$ cat config.mk
export PLATFORM = sky130hd
export DESIGN_NAME = z80_bus_initiator
export DESIGN_NICKNAME = d
export VERILOG_FILES = /design/src/rtl/z80_bus_initiator.sv
export SDC_FILE = /design/constraint.sdc
export NUM_CORES = 1
export LEC_CHECK = 0
export CELL_PAD_IN_SITES_DETAIL_PLACEMENT = 0
export CELL_PAD_IN_SITES_GLOBAL_PLACEMENT = 1
export CORE_ASPECT_RATIO = 1.2
export CORE_MARGIN = 8
export CORE_UTILIZATION = 39
export DETAILED_ROUTE_END_ITERATION = 10
export DONT_BUFFER_PORTS = 1
export PLACE_DENSITY_LB_ADDON = 0.1
export SYNTH_ARGS = -nofsm -noshare
export SYNTH_HDL_FRONTEND = slang
export SYNTH_SLANG_ARGS = --single-unit
$ cat constraint.sdc
create_clock -name CLK_24MHz -period 1.4 [get_ports CLK_24MHz]
set_clock_uncertainty 0.1 [all_clocks]
set_input_delay 0.28 -clock CLK_24MHz [delete_from_list [all_inputs] [get_ports CLK_24MHz]]
set_output_delay 0.28 -clock CLK_24MHz [all_outputs]
set_load 0.01 [all_outputs]
$ cat src/rtl/z80_bus_initiator.sv
// Z80-style bus initiator: single commands to T1/T2/TW/T3 machine cycles.
// Optional macro WAIT_TIMEOUT_EN bounds time spent in TW and flags rsp_err.
module z80_bus_initiator #(
    parameter int TDIV    = 4,
    parameter int TIMEOUT = 64
) (
    input  logic        CLK_24MHz,
    input  logic        RES,
    input  logic        cmd_valid,
    output logic        cmd_ready,
    input  logic        cmd_wr,
    input  logic        cmd_mem,
    input  logic [15:0] cmd_addr,
    input  logic [7:0]  cmd_wdata,
    output logic        rsp_valid,
    output logic [7:0]  rsp_rdata,
    output logic        rsp_err,
    output logic [15:0] A,
    output logic [7:0]  D_OUT,
    output logic        D_OE,
    input  logic [7:0]  D_IN,
    output logic        IORQ,
    output logic        MREQ,
    output logic        RD,
    output logic        WR,
    input  logic        WAIT,
    output logic        BCLK
);

    localparam int CW = (TDIV > 2) ? $clog2(TDIV) : 1;

    typedef enum logic [2:0] {
        S_IDLE,
        S_T1,
        S_T2,
        S_TW,
        S_T3
    } state_t;

    state_t        state, state_nxt;
    logic [CW-1:0] cnt, cnt_nxt;
    logic          tick;
    logic          accept;
    logic          done;
    logic          tmo_fire;
    logic          wr_q, mem_q, wr_nxt, mem_nxt;
    logic          wait_s1, wait_s2;

    logic [15:0]   a_nxt;
    logic [7:0]    dout_nxt;
    logic          doe_nxt;
    logic [7:0]    rdata_nxt;
    logic          bus_nxt;
    logic          iorq_nxt, mreq_nxt, rd_nxt, wr_n_nxt;
    logic          bclk_nxt;

    assign tick   = (cnt == CW'(TDIV - 1));
    assign accept = cmd_valid & cmd_ready;
    assign done   = (state == S_T3) && tick;

`ifdef WAIT_TIMEOUT_EN
    localparam int TWW = $clog2(TIMEOUT + 1);

    logic [TWW-1:0] tw_cnt;
    logic           err_q;

    assign tmo_fire = (state == S_TW) && !wait_s2 &&
                      (tw_cnt == TWW'(TIMEOUT - 1));

    // Count elapsed TW T-states and remember a timeout abort
    always_ff @(posedge CLK_24MHz) begin
        if (!RES) begin
            tw_cnt  <= '0;
            err_q   <= 1'b0;
            rsp_err <= 1'b0;
        end else begin
            if (state == S_T2)
                tw_cnt <= '0;
            else if (state == S_TW && tick)
                tw_cnt <= tw_cnt + 1'b1;
            if (accept)
                err_q <= 1'b0;
            else if (tick && tmo_fire)
                err_q <= 1'b1;
            rsp_err <= done & err_q;
        end
    end
`else
    assign tmo_fire = 1'b0;
    assign rsp_err  = 1'b0;
`endif

    // State, divider, synchroniser and registered bus outputs
    always_ff @(posedge CLK_24MHz) begin
        if (!RES) begin
            state     <= S_IDLE;
            cnt       <= '0;
            wr_q      <= 1'b0;
            mem_q     <= 1'b0;
            wait_s1   <= 1'b1;
            wait_s2   <= 1'b1;
            A         <= '0;
            D_OUT     <= '0;
            D_OE      <= 1'b0;
            IORQ      <= 1'b1;
            MREQ      <= 1'b1;
            RD        <= 1'b1;
            WR        <= 1'b1;
            BCLK      <= 1'b0;
            cmd_ready <= 1'b1;
            rsp_valid <= 1'b0;
            rsp_rdata <= '0;
        end else begin
            state     <= state_nxt;
            cnt       <= cnt_nxt;
            wr_q      <= wr_nxt;
            mem_q     <= mem_nxt;
            wait_s1   <= WAIT;
            wait_s2   <= wait_s1;
            A         <= a_nxt;
            D_OUT     <= dout_nxt;
            D_OE      <= doe_nxt;
            IORQ      <= iorq_nxt;
            MREQ      <= mreq_nxt;
            RD        <= rd_nxt;
            WR        <= wr_n_nxt;
            BCLK      <= bclk_nxt;
            cmd_ready <= (state_nxt == S_IDLE);
            rsp_valid <= done;
            rsp_rdata <= rdata_nxt;
        end
    end

    // Next state and T-state divider; transitions only on a tick
    always_comb begin
        state_nxt = state;
        cnt_nxt   = '0;
        if (state != S_IDLE)
            cnt_nxt = tick ? '0 : cnt + 1'b1;
        unique case (state)
            S_IDLE: if (accept) state_nxt = S_T1;
            S_T1:   if (tick) state_nxt = S_T2;
            S_T2: begin
                if (tick)
                    state_nxt = (!mem_q || !wait_s2) ? S_TW : S_T3;
            end
            S_TW: begin
                if (tick && (wait_s2 || tmo_fire))
                    state_nxt = S_T3;
            end
            S_T3:   if (tick) state_nxt = S_IDLE;
            default: state_nxt = S_IDLE;
        endcase
    end

    // Next values of the registered bus and response outputs
    always_comb begin
        wr_nxt    = wr_q;
        mem_nxt   = mem_q;
        a_nxt     = A;
        dout_nxt  = D_OUT;
        doe_nxt   = D_OE;
        rdata_nxt = rsp_rdata;
        if (accept) begin
            wr_nxt   = cmd_wr;
            mem_nxt  = cmd_mem;
            a_nxt    = cmd_addr;
            dout_nxt = cmd_wdata;
            doe_nxt  = cmd_wr;
        end
        if (done) begin
            doe_nxt = 1'b0;
            if (!wr_q)
                rdata_nxt = D_IN;
        end
        bus_nxt  = (state_nxt == S_T2) || (state_nxt == S_TW) ||
                   (state_nxt == S_T3);
        iorq_nxt = !(bus_nxt && !mem_q);
        mreq_nxt = !(bus_nxt && mem_q);
        rd_nxt   = !(bus_nxt && !wr_q);
        wr_n_nxt = !(bus_nxt && wr_q);
        bclk_nxt = (state_nxt != S_IDLE) && (cnt_nxt < CW'(TDIV / 2));
    end

endmodule

==> results.yml, run 1 <==
cts:
  cts_root_buffer: "clkbuf_8"
  clock_latency_ps: 300
  tritoncts: "yes"
  cts_buffers: 5
  cts_htree_levels: 2
  clk_pin_slew_ps: 90
  clock-sinks: 49
  clk_path_buf_depth: 2
power:
  p_seq_frac: 0.551
  clock_power_share: 0.358
  fin_total_pwr_uw: 2780
  powerDensity_nw_per_um2: 1290
  internal-power_uw: 2110
  p_leak_uw: 0.000773
  power_switching_uw: 667
  ir_drop_v: 0.000604
  p_comb_frac: 0.091
  switching_share: 0.240
routing:
  drt_wl_total_um: 4370
  first_iter_violations: 72
  drc: 0
  drt_pass1_iterations: 4
  wl_per_cell_um: 15.5
  antenna_left: 0
  route.vias.total: 1436
  vias_per_cell: 5.07
sta:
  fmax_mhz: 693
  post-route-period-util: 1.03
  slew_violations: 0
  rsz0062_at_grt: "true"
  hold_viol: 5
  whs_ps: -39.3
  timing.final.ws_setup_ps: -42.9
  fin_tns_setup_ps: -147
  finalSetupViolations: 6
  final.min_clock_period_ps: 1440
global_route:
  antenna_found_initial: 0
  grt_usage: 0.124
  grt_pass1_wl_um: 7020
  grt_max_degree: 28
  overflow: 0
  first_global_vias: 1369
synth:
  synth_flop_cell: "dfxtp_1"
  synth-seq-cells: 49
  synthCells: 208
  synthTopCellsByArea: "dfxtp_1, nand2_1, a21oi_1"
  seq_area_frac_synth: 0.555
  synthArstFlopShare: 0
  synth_edf_count: 0
  yosysWarnings: 0
  synth_area_sq_um: 1770
  ys_types: 31
  postSynthAreaPerCell_sq_um: 8.49
  syn_nets: 247
  synth.top_cell.area_share: 0.555
  yosysTopAreaCell: "dfxtp_1"
finish:
  area_delta_synth_final_pct: 21.5
  antennaDiodeCount: 0
  drive_gt1_frac: 0.142
  fin_util: 0.481
  nets: 263
setup_path:
  end_kind: "flip-flop"
  cp.arrival_ps: 1520
  worstPathMaxFanout: 5
  worst-endpoint-required_ps: 1480
  crit_path_start_kind: "flip-flop"
  worstSetupPathType: "reg -> reg"
floorplan:
  coreArea_sq_um: 4460
  fp.dieW_um: 77.4
  start_util: 0.396
  dieArea_sq_um: 6950
  die_h_um: 89.7
  num_io_pins: 79
  num_rows: 27
flow_run:
  drv_cap: 0
place:
  port-buffer-count: 0
  gp_congestion: 0.734
  dp_hpwl_um: 3270
hold_path:
  hold_path.class: "in -> reg"
outcome:
  violations: "hold timing, setup timing"
  outcome: "finished, violations left"
[critical path, stage by stage, from the launching register on]
cell and delay [ps]:
dfxtp_2 340, ha_4 150, or4b_4 520, o21ai_4 110, nand3b_1 100
[layout by cell type (no fill, tap or decap), types with 2 or more instances in the layout]
cell / count
nor3_1: 2
nand3_1: 11
nand2b_1: 2
a21oi_1: 35
o21ai_1: 3
o21ai_0: 6
dfxtp_1: 48
inv_1: 2
dlygate4sd3_1: 12
a21oi_2: 2
nor2_1: 4
buf_4: 13
o21a_1: 2
nand2_1: 55
clkbuf_8: 5
and2_1: 2
[what timing repair did]
item / in CTS / in global routing
buffers inserted: 0 / 1
setup endpoints to repair: 10 / 13
endpoints found under the hold margin: 13 / 10
hold buffers: 8 / 4
pin swaps: 1 / 1
resized for setup: 2 / 7
[stage by stage]
stage	instances	cell area (sq um)	setup slack, ps
2_1_floorplan	208	1790	-5.39
3_3_place_gp	262	1870	-4.17
3_5_place_dp	262	1870	-26.2
4_1_cts	278	2080	-51.6
5_1_grt	283	2150	-89.8
6_report	283	2150	-42.9
[final timing paths]
path,endpoint,slack [ps],from,depth (start not counted)
max,IORQ$_SDFF_PN1_,-40,cnt[0]$_SDFF_PP0_,4
min,WR$_SDFF_PN1_,-40,RES,1
max reg2reg,IORQ$_SDFF_PN1_,-40,cnt[0]$_SDFF_PP0_,4
min reg2reg,MREQ$_SDFF_PN1_,340,mem_q$_SDFFE_PN0P_,1
[area by class of cell]
class,instances,area (sq um)
tap,58,72.6
clock inverter,3,46.3
multi-input combinational,140,747
sequential,49,982
fill,450,2310
inverter,3,11.3
clock buffer,5,68.8
timing repair buffer,25,218
[cell usage after synthesis (all sizes together) (2+ instances only)]
cell type	instances
nor2	4
dfxtp	49
o21ai	11
nand2	55
and2	2
buf	9
nand3	11
clkbuf	7
inv	2
o21a	2
nand2b	2
a21oi	37
nor3	2
[cell families after synthesis]
| family | synth area share |
|---|---|
| compound gates | 0.166 |
| simple gates | 0.220 |
| other cells | 0.00212 |
| buf+inv | 0.0496 |
| flops | 0.555 |
| fa+ha+maj | 0.00708 |
[state kept, by name (all words and copies together) (netlist names), 2 cells and up]
signal / cells
A: 16
rsp_rdata: 8
D_OUT: 8
state: 3
cnt: 2
[per-layer routing]
| layer | track usage | vias up | share of wire |
|---|---|---|---|
| met5 | 0 | - | 0 |
| met3 | 0.0687 | 3 | 0.099 |
| li1 | - | 722 | - |
| met1 | 0.139 | 657 | 0.42 |
| met2 | 0.191 | 54 | 0.48 |
| met4 | 0.0426 | 0 | 0.0066 |
[power groups by stage]
stage | logic, uW | clock network [uW] | registers [uW]
floorplan | 168 | 0 | 1550
global placement | 216 | 0 | 1560
detailed placement | 225 | 0 | 1570
CTS | 244 | 1040 | 1530
global route | 288 | 1100 | 1540
finish | 254 | 993 | 1530
Power figures use the tool's default switching activity.
==> run 2: changes to the inputs <==
==> constraint.sdc (replaced) <==
create_clock -name CLK_24MHz -period 1.4 [get_ports CLK_24MHz]
set_clock_uncertainty 0.1 [all_clocks]
set_input_delay 0.42 -clock CLK_24MHz [delete_from_list [all_inputs] [get_ports CLK_24MHz]]
set_output_delay 0.42 -clock CLK_24MHz [all_outputs]
set_load 0.01 [all_outputs]
==> results.yml, run 2 (synthesis results as in run 1) <==
finish:
  drive_gt1_frac: 0.137
  largest_reg_flops: 16
  mostFrequentLayoutCells: "nand2_1, dfxtp_1, a21oi_1"
  nFillCells: 460
  area_delta_synth_final_pct: 15.6
  finalInstanceArea_sq_um: 2040
  nets: 250
  layout_commonest_cell: "nand2_1"
  top_regs: "A: 16 flops, D_OUT: 8 flops, rsp_rdata: 8 flops"
  largest-register: "A"
  antennaDiodeCount: 0
place:
  port-buffer-count: 0
  placed_cell_area_sq_um: 1900
  dp_hpwl_um: 3340
  gp_congestion: 0.722
setup_path:
  end_kind: "flip-flop"
  cp_num_buf_inv: 0
  crit_path_start_kind: "flip-flop"
  worstPathMaxFanout: 5
  path_cells: "ha_4 > or4b_4 > o21ai_4 > nand3b_1"
  cp.arrival_ps: 1540
  crit_slowest_cell: "or4b_4"
  worst-endpoint-required_ps: 1480
  cpLargestDelayFamily: "simple AND/OR/NAND/NOR gates"
  worstSetupPathType: "reg -> reg"
  slowest_delay_ps: 520
power:
  ir_drop_v: 0.000457
  switching_share: 0.230
  fin_total_pwr_uw: 2790
  p_leak_uw: 0.000734
  powerDensity_nw_per_um2: 1370
  power_switching_uw: 640
  clock_power_share: 0.364
  p_seq_frac: 0.550
  internal-power_uw: 2150
  p_comb_frac: 0.086
sta:
  fin_tns_setup_ps: -214
  timing.final.ws_setup_ps: -56.5
  final.min_clock_period_ps: 1460
  finalSetupViolations: 6
  post-route-period-util: 1.04
  fmax_mhz: 687
  hold_viol: 0
  rsz0062_at_grt: "true"
  slew_violations: 0
floorplan:
  fp.dieW_um: 77.4
  die_h_um: 89.7
  start_util: 0.396
  num_rows: 27
  num_io_pins: 79
  dieArea_sq_um: 6950
  coreArea_sq_um: 4460
global_route:
  first_global_vias: 1490
  overflow: 0
  met3_usage: 0.0727
  use_met2: 0.213
  grt_pass1_wl_um: 7310
  gr-max-usage-layer: "met2"
  met1_usage: 0.129
  antenna_found_initial: 0
  grt_usage: 0.127
  grt_max_degree: 28
outcome:
  violations: "setup timing"
  outcome: "finished, violations left"
flow_run:
  drv_cap: 0
routing:
  drt_wl_total_um: 4410
  antenna_left: 0
  drc: 0
  drt_pass1_iterations: 3
  vias_per_cell: 5.19
  route.vias.total: 1402
  first_iter_violations: 43
  wl_per_cell_um: 16.3
cts:
  clk_pin_slew_ps: 80
  cts_root_buffer: "clkbuf_8"
  clock-sinks: 49
  cts_htree_levels: 2
  cts_setup_buffers: 0
  clk_path_buf_depth: 2
  clock_latency_ps: 290
  tritoncts: "yes"
  cts_buffers: 5
hold_path:
  hold_path.class: "in -> reg"
-- run 2: path summary, 6_finish.rpt --
check,cells past startpoint,startpoint,endpoint,slack [ps]
max,4,cnt[0]$_SDFF_PP0_,IORQ$_SDFF_PN1_,-60
min reg2reg,1,wait_s1$_SDFF_PN1_,wait_s2$_SDFF_PN1_,320
max reg2reg,4,cnt[0]$_SDFF_PP0_,IORQ$_SDFF_PN1_,-60
min,1,RES,wait_s1$_SDFF_PN1_,90
-- run 2: per-layer routing --
layer | up-vias | wire length [um] | part of all wire
met4 | 0 | 38 | 0.0086
li1 | 698 | - | -
met5 | - | 0 | 0
met2 | 53 | 2140 | 0.49
met3 | 3 | 472 | 0.11
met1 | 648 | 1760 | 0.40
-- run 2: worst reg2reg max path, delay by kind of cell, from the launching register on --
family	cells	cell delay, ps
AO/OA/AOI/OAI	1	110
adder cells (fa/ha/maj)	1	160
flip-flops	1	340
AND/OR/NAND/NOR	2	630
-- run 2: repair_timing --
action                                  4_1_cts  5_1_grt
pin swaps                                     0        1
gates cloned                                  0        0
gates resized for setup                       2        3
hold buffers                                  0        0
endpoints found under the setup margin       11       17
-- run 2: area by class of cell --
cell class | instances | area [sq um] | share of cell area
Inverter | 3 | 11.3 | 0.00551
Multi-Input combinational cell | 140 | 744 | 0.365
Timing Repair Buffer | 12 | 115 | 0.0564
Sequential cell | 49 | 982 | 0.481
Clock buffer | 7 | 86.3 | 0.0423
Clock inverter | 1 | 30.0 | 0.0147
Tap cell | 58 | 72.6 | 0.0355
-- run 2: metrics by stage --
step / hold slack [ps] / worst slack [ps] / std cells / util
final: 94.1 / -56.5 / 270 / 0.458
after global routing: 84.8 / -113 / 270 / 0.458
after CTS: 84.5 / -51.2 / 270 / 0.455
after detailed placement: 299 / -34.5 / 262 / 0.426
after global placement: 300 / -7.53 / 262 / 0.426
after floorplan: 286 / -5.39 / 208 / -
-- run 2: power groups by stage --
stage,Clock [uW],Sequential [uW],Combinational [uW]
detailed placement,0,1570,240
finish,1010,1530,240
global route,1110,1540,274
global placement,0,1570,228
CTS,1060,1530,242
floorplan,0,1550,168
